`config.mk`:
```
export PLATFORM = sky130hd
export DESIGN_NAME = vend_credit_fsm
export DESIGN_NICKNAME = d
export VERILOG_FILES = /design/src/rtl/vend_pkg.sv /design/src/rtl/vend_change_gen.sv /design/src/rtl/vend_credit_fsm.sv
export SDC_FILE = /design/constraint.sdc
export NUM_CORES = 1
export LEC_CHECK = 0
export CORE_MARGIN = 5
export CORE_UTILIZATION = 45
export CTS_BUF_LIST = sky130_fd_sc_hd__clkbuf_8
export DETAILED_ROUTE_END_ITERATION = 6
export PLACE_DENSITY = 0.63
export RECOVER_POWER = 50
export SLEW_MARGIN = 20
export SYNTH_ARGS = -nofsm -noshare
export SYNTH_HDL_FRONTEND = slang
export SYNTH_SLANG_ARGS = --single-unit
```
`constraint.sdc`:
```
create_clock -name clk -period 8.4 [get_ports clk]
set_input_delay 2.52 -clock clk [delete_from_list [all_inputs] [get_ports clk]]
set_output_delay 2.52 -clock clk [all_outputs]
set_load 0.05 [all_outputs]
```
`src/rtl/vend_pkg.sv`:
```
// Shared types for the vending credit controller: FSM states, coin codes and coin values.
package vend_pkg;

  typedef enum logic [1:0] {
    ST_IDLE    = 2'd0,
    ST_COLLECT = 2'd1,
    ST_VEND    = 2'd2,
    ST_CHANGE  = 2'd3
  } state_t;

  localparam logic [1:0] COIN_NONE = 2'b00;
  localparam logic [1:0] COIN_5    = 2'b01;
  localparam logic [1:0] COIN_10   = 2'b10;
  localparam logic [1:0] COIN_20   = 2'b11;

  localparam int unsigned COIN_VAL_W = 5;

  // Rupee value of a coin code; the illegal code is worth nothing.
  function automatic logic [COIN_VAL_W-1:0] coin_value(input logic [1:0] code);
    case (code)
      COIN_5:  return COIN_VAL_W'(5);
      COIN_10: return COIN_VAL_W'(10);
      COIN_20: return COIN_VAL_W'(20);
      default: return '0;
    endcase
  endfunction

endpackage

```
`src/rtl/vend_change_gen.sv`:
```
// Change datapath: next credit after a load or a paid-out coin, and the greedy coin to offer for it.
module vend_change_gen
  import vend_pkg::*;
#(
  parameter int unsigned CREDIT_W = 6
) (
  input  logic [CREDIT_W-1:0] credit,
  input  logic                load,
  input  logic [CREDIT_W-1:0] load_credit,
  input  logic                fire,
  input  logic [1:0]          coin,
  output logic [CREDIT_W-1:0] credit_nxt_c,
  output logic [1:0]          coin_nxt_c,
  output logic                empty_c
);

  always_comb begin
    credit_nxt_c = credit;
    if (load) begin
      credit_nxt_c = load_credit;
    end else if (fire) begin
      credit_nxt_c = credit - CREDIT_W'(coin_value(coin));
    end
  end

  // Greedy: Rs10 while at least 10 remains, then Rs5; credit is always a multiple of 5.
  always_comb begin
    coin_nxt_c = COIN_NONE;
    if (credit_nxt_c >= CREDIT_W'(10)) begin
      coin_nxt_c = COIN_10;
    end else if (credit_nxt_c != '0) begin
      coin_nxt_c = COIN_5;
    end
  end

  assign empty_c = (credit_nxt_c == '0);

endmodule

```
`src/rtl/vend_credit_fsm.sv`:
```
// Vending controller: collects coin credit, vends at PRICE, pays change one coin per handshake.
// Optional VEND_SALES_CNT_EN adds a saturating 16-bit sales_cnt output.
module vend_credit_fsm
  import vend_pkg::*;
#(
  parameter int unsigned PRICE    = 15,
  parameter int unsigned CREDIT_W = 6,
  parameter int unsigned TIMEOUT  = 200
) (
  input  logic                clk,
  input  logic                rst,
  input  logic                coin_valid,
  input  logic [1:0]          coin,
  input  logic                cancel,
  input  logic                chg_ready,
  output logic                dispense,
  output logic                coin_reject,
  output logic                chg_valid,
  output logic [1:0]          chg_coin,
  output logic                busy,
`ifdef VEND_SALES_CNT_EN
  output logic [15:0]         sales_cnt,
`endif
  output logic [CREDIT_W-1:0] credit
);

  localparam int unsigned TMO_W = $clog2(TIMEOUT);

  if ((PRICE % 5) != 0 || PRICE < 5) begin : g_bad_price
    $error("vend_credit_fsm: PRICE must be a multiple of 5 and >= 5");
  end
  if ((2 ** CREDIT_W) <= (PRICE + 15)) begin : g_bad_width
    $error("vend_credit_fsm: CREDIT_W too narrow for PRICE+15");
  end
  if (TIMEOUT < 2) begin : g_bad_timeout
    $error("vend_credit_fsm: TIMEOUT must be >= 2");
  end

  state_t              state;
  logic [TMO_W-1:0]    tmo_cnt;

  logic                coin_ok_c;
  logic [CREDIT_W-1:0] coin_val_c;
  logic [CREDIT_W-1:0] sum_c;
  logic [CREDIT_W-1:0] price_c;
  logic                tmo_hit_c;
  logic                chg_load_c;
  logic [CREDIT_W-1:0] load_credit_c;
  logic                chg_fire_c;
  logic [CREDIT_W-1:0] credit_nxt_c;
  logic [1:0]          coin_nxt_c;
  logic                empty_c;

  assign price_c    = CREDIT_W'(PRICE);
  assign coin_ok_c  = coin_valid && (coin != COIN_NONE);
  assign coin_val_c = CREDIT_W'(coin_value(coin));
  assign sum_c      = (state == ST_IDLE) ? coin_val_c : credit + coin_val_c;
  assign tmo_hit_c  = (tmo_cnt == TMO_W'(TIMEOUT - 1));
  assign chg_fire_c = (state == ST_CHANGE) && chg_valid && chg_ready;

  // Entering CHANGE loads either the post-vend remainder or the full credit being refunded.
  assign chg_load_c = (state == ST_VEND) ||
                      ((state == ST_COLLECT) && (cancel || (!coin_ok_c && tmo_hit_c)));
  assign load_credit_c = (state == ST_VEND) ? credit - price_c : credit;

  vend_change_gen #(
    .CREDIT_W (CREDIT_W)
  ) u_change_gen (
    .credit       (credit),
    .load         (chg_load_c),
    .load_credit  (load_credit_c),
    .fire         (chg_fire_c),
    .coin         (chg_coin),
    .credit_nxt_c (credit_nxt_c),
    .coin_nxt_c   (coin_nxt_c),
    .empty_c      (empty_c)
  );

  always_ff @(posedge clk) begin
    if (rst) begin
      state       <= ST_IDLE;
      tmo_cnt     <= '0;
      credit      <= '0;
      dispense    <= 1'b0;
      coin_reject <= 1'b0;
      chg_valid   <= 1'b0;
      chg_coin    <= COIN_NONE;
      busy        <= 1'b0;
    end else begin
      dispense    <= 1'b0;
      coin_reject <= 1'b0;
      case (state)
        ST_IDLE: begin
          if (coin_ok_c) begin
            credit  <= sum_c;
            tmo_cnt <= '0;
            busy    <= 1'b1;
            if (sum_c >= price_c) begin
              state    <= ST_VEND;
              dispense <= 1'b1;
            end else begin
              state <= ST_COLLECT;
            end
          end else begin
            coin_reject <= coin_valid;
          end
        end
        ST_COLLECT: begin
          if (cancel) begin
            state       <= ST_CHANGE;
            coin_reject <= coin_valid;
            chg_valid   <= 1'b1;
            chg_coin    <= coin_nxt_c;
          end else if (coin_ok_c) begin
            credit  <= sum_c;
            tmo_cnt <= '0;
            if (sum_c >= price_c) begin
              state    <= ST_VEND;
              dispense <= 1'b1;
            end
          end else begin
            coin_reject <= coin_valid;
            if (tmo_hit_c) begin
              state     <= ST_CHANGE;
              chg_valid <= 1'b1;
              chg_coin  <= coin_nxt_c;
            end else begin
              tmo_cnt <= tmo_cnt + TMO_W'(1);
            end
          end
        end
        ST_VEND: begin
          coin_reject <= coin_valid;
          credit      <= credit_nxt_c;
          if (empty_c) begin
            state <= ST_IDLE;
            busy  <= 1'b0;
          end else begin
            state     <= ST_CHANGE;
            chg_valid <= 1'b1;
            chg_coin  <= coin_nxt_c;
          end
        end
        ST_CHANGE: begin
          coin_reject <= coin_valid;
          if (chg_fire_c) begin
            credit <= credit_nxt_c;
            if (empty_c) begin
              state     <= ST_IDLE;
              busy      <= 1'b0;
              chg_valid <= 1'b0;
              chg_coin  <= COIN_NONE;
            end else begin
              chg_coin <= coin_nxt_c;
            end
          end
        end
        default: begin
          state <= ST_IDLE;
          busy  <= 1'b0;
        end
      endcase
    end
  end

`ifdef VEND_SALES_CNT_EN
  // Counts completed sales, holding at all-ones instead of wrapping.
  always_ff @(posedge clk) begin
    if (rst) begin
      sales_cnt <= '0;
    end else if (dispense && (sales_cnt != 16'hFFFF)) begin
      sales_cnt <= sales_cnt + 16'd1;
    end
  end
`endif

endmodule

```
==> results.cfg <==
[status]
status = finished clean

[synthesis]
synth_edf_count = 0
syn_nets = 257
ys_async_sr_fraction_pct = 0
synth_top_area_share_pct = 22.7
synth_ff_type = dfxtp_1
synth_cells = 236
yosysWarningCount = 0
synth_cell_types = 67
synth_area_leaders = dfxtp_1 23%, ha_1 7.7%, nor2_1 5.0%
synth_top_area_cell = dfxtp_1
syn_area_um2 = 1940
yosysSeqAreaShare_pct = 22.7
syn_avg_cell_area_um2 = 8.24
synth_seq_cells = 22

[power_and_ir_drop]
p_leak_nw = 0.886
p_switching_mw = 0.414
intPower_mw = 0.407
power_frac_comb_pct = 63.1
p_seq_share_pct = 24.9
p_per_area_nw_per_um2 = 377
clkPwrFrac_pct = 12.1
peakVddDrop_v = 0.000164
swShare_pct = 50.4

[cts]
cts.htree.levels = 1
cts_buffers = 3
cts_resized = 0
cts_buffer_depth = 2
ctsHoldBuffers = 0
cts_setup_buffers = 0
clk_latency_ns = 0.26
cts_tree = yes
cts_root_buf = clkbuf_8
clkTransAtPathRegs_ns = 0.09
clkSinkCount = 22

[sta]
setup_violations = 0
post-route-worst-setup-slack_ns = 3.31
clock_skew_ns = 0.00468
period_minus_slack_ns = 5.09
final_max_slew_viol_count = 0
worst_pin_slew_ns = 0.910
rsz0062_at_grt = no
fmax_mhz = 196
hold_viol_final = 0
timing.setup.tns_ns = 0
slew_headroom_pct = 39.2
fin_crit_sh_pct = 60.6

[floorplan]
start_util_pct = 45.6
fp.coreArea_um2 = 4260
chipHeight_um = 75.7
die_w_um = 75.7
rows = 24
die-area_um2 = 5740
io_pins = 19

[layout]
diodes = 0
final_layout_size_suffix_gt1_share_pct = 8.40
layout_commonest_cell = nor2_1
area_growth_pct = 11.9
fill_cells = 429
finalNonFillerCells = 302
layout_common_cells = 26 x nor2_1, 22 x dfxtp_1, 21 x nand2_1
final_nets = 272

[global_routing]
use_met3_pct = 2.90
grt.busiest_layer = met2
grt_pass1_wl_mm = 7.76
antenna_found_initial = 0
grt_pass1_vias = 1594
grt_max_degree = 27
gr-total-overflow = 0
gr-usage-all-layers_pct = 17.3
grt_use_met1_pct = 25.5
use_met2_pct = 27.2

[setup_path]
r2r-start = state[1]$_SDFFE_PP0P_
worst_r2r_path_depth = 7
crit_start = coin[0]
worstReg2RegEnd = chg_coin[0]$_SDFFE_PP0P_
cp_max_fo = 7
critical_path.max_stage_delay_ns = 0.66
required_ns = 8.57
cp-endpoint = state[1]$_SDFFE_PP0P_
crit_chain = dlygate4sd3_1 > nand2b_1 > inv_1 > ha_1 > nand2_1 > o21a_1 > o311ai_0 > a41oi_1 > a31oi_1 > o21ai_0 > a221oi_1
r2r_slack_ns = 5.68
end_kind = flop
arrival_ns = 5.26
start_kind = primary input
cpMaxStageDelayCell = dlygate4sd3_1
crit_type = in2reg

[route]
drc = 0
drtIter0Drc = 107
first_pass_iters = 4
wl_mm = 4.52
antenna_left = 0
detail_route.vias_per_cell = 5.76
via_count = 1741
wl_per_cell_um = 15.0

[placed_design]
port_buffers = 18
dp_cells = 298
pre_cts_ws_ns = 3.03
dp_hpwl_mm = 3.46
routabilityCongestion = 0.822

[hold_path]
hp-class = reg2reg
worstHoldStart = busy$_SDFFE_PP0P_
whs_path_depth = 2

[job]
drv_cap = 0
cells by family after synthesis:
| logic type | share of synthesized area, % |
|---|---|
| and+or+nand+nor | 27.2 |
| buffers and inverters | 5.92 |
| AOI/OAI and AO/OA | 24.0 |
| DFF | 22.7 |
| muxes | 5.08 |
| adders and majority gates | 9.78 |
| xor gates and xnor gates | 5.41 |
worst max-delay path: cells and delay by family:
kind / cells / cell delay [ns]
compound gates: 6 / 1.33
fa+ha+maj: 1 / 0.34
buf+inv: 2 / 0.75
simple gates: 2 / 0.32
layout make-up:
cell class | instances | area [um2] | share of cell area, %
Multi-Input combinational cell | 194 | 1370 | 63.1
Sequential cell | 22 | 440 | 20.2
Timing Repair Buffer | 18 | 180 | 8.28
Tap cell | 52 | 65.1 | 2.99
Inverter | 12 | 45.0 | 2.07
Clock buffer | 3 | 41.3 | 1.90
Clock inverter | 1 | 30.0 | 1.38
power groups by stage:
| stage | combinational, mW | sequential, mW | clock (mW) |
|---|---|---|---|
| 6_report | 0.518 | 0.204 | 0.0993 |
| 5_1_grt | 0.574 | 0.213 | 0.108 |
| 4_1_cts | 0.524 | 0.204 | 0.103 |
| 3_5_place_dp | 0.519 | 0.207 | 0 |
| 3_3_place_gp | 0.519 | 0.207 | 0 |
| 2_1_floorplan | 0.387 | 0.229 | 0 |
Yosys cell counts (all sizes together), types with 5 or more instances:
library cell and count:
a211oi 6, o21ai 11, ha 12, nor3 5
nand4 6, xor2 9, inv 11, nand2 22
nor2 26, a21oi 15, nand3 6, dfxtp 22
and3 5, nor2b 5, mux2i 5
metrics by stage:
step / hold slack (ns) / util (%) / power (mW) / area [um2]
after global placement: 0.496 / 49.7 / 0.726 / 2120
after global routing: 0.564 / 51.0 / 0.895 / 2180
after floorplan: 0.473 / - / 0.616 / 1940
final: 0.519 / 51.0 / 0.821 / 2180
after detailed placement: 0.510 / 49.7 / 0.726 / 2120
after CTS: 0.527 / 51.4 / 0.831 / 2190
routing by layer:
metal	part of all wire, %	wire length [um]
met2	45	2030
met1	50	2270
met3	4.6	207
met5	0	0
met4	0.42	19
registers in the layout, indices dropped and copies added (netlist names):
register / count
tmo_cnt: 8
credit: 6
chg_coin: 2
state: 2
busy: 1
chg_valid: 1
coin_reject: 1
dispense: 1
worst min-delay path by stage:
| stage | to | slack [ns] |
|---|---|---|
| floorplan | tmo_cnt[7]$_SDFFE_PP0P_ | 0.47 |
| global placement | tmo_cnt[1]$_SDFFE_PP0P_ | 0.50 |
| detailed placement | tmo_cnt[1]$_SDFFE_PP0P_ | 0.51 |
| CTS | busy$_SDFFE_PP0P_ | 0.53 |
| global route | tmo_cnt[1]$_SDFFE_PP0P_ | 0.56 |
| finish | busy$_SDFFE_PP0P_ | 0.52 |
No activity file was read; power rests on OpenSTA's default activity.
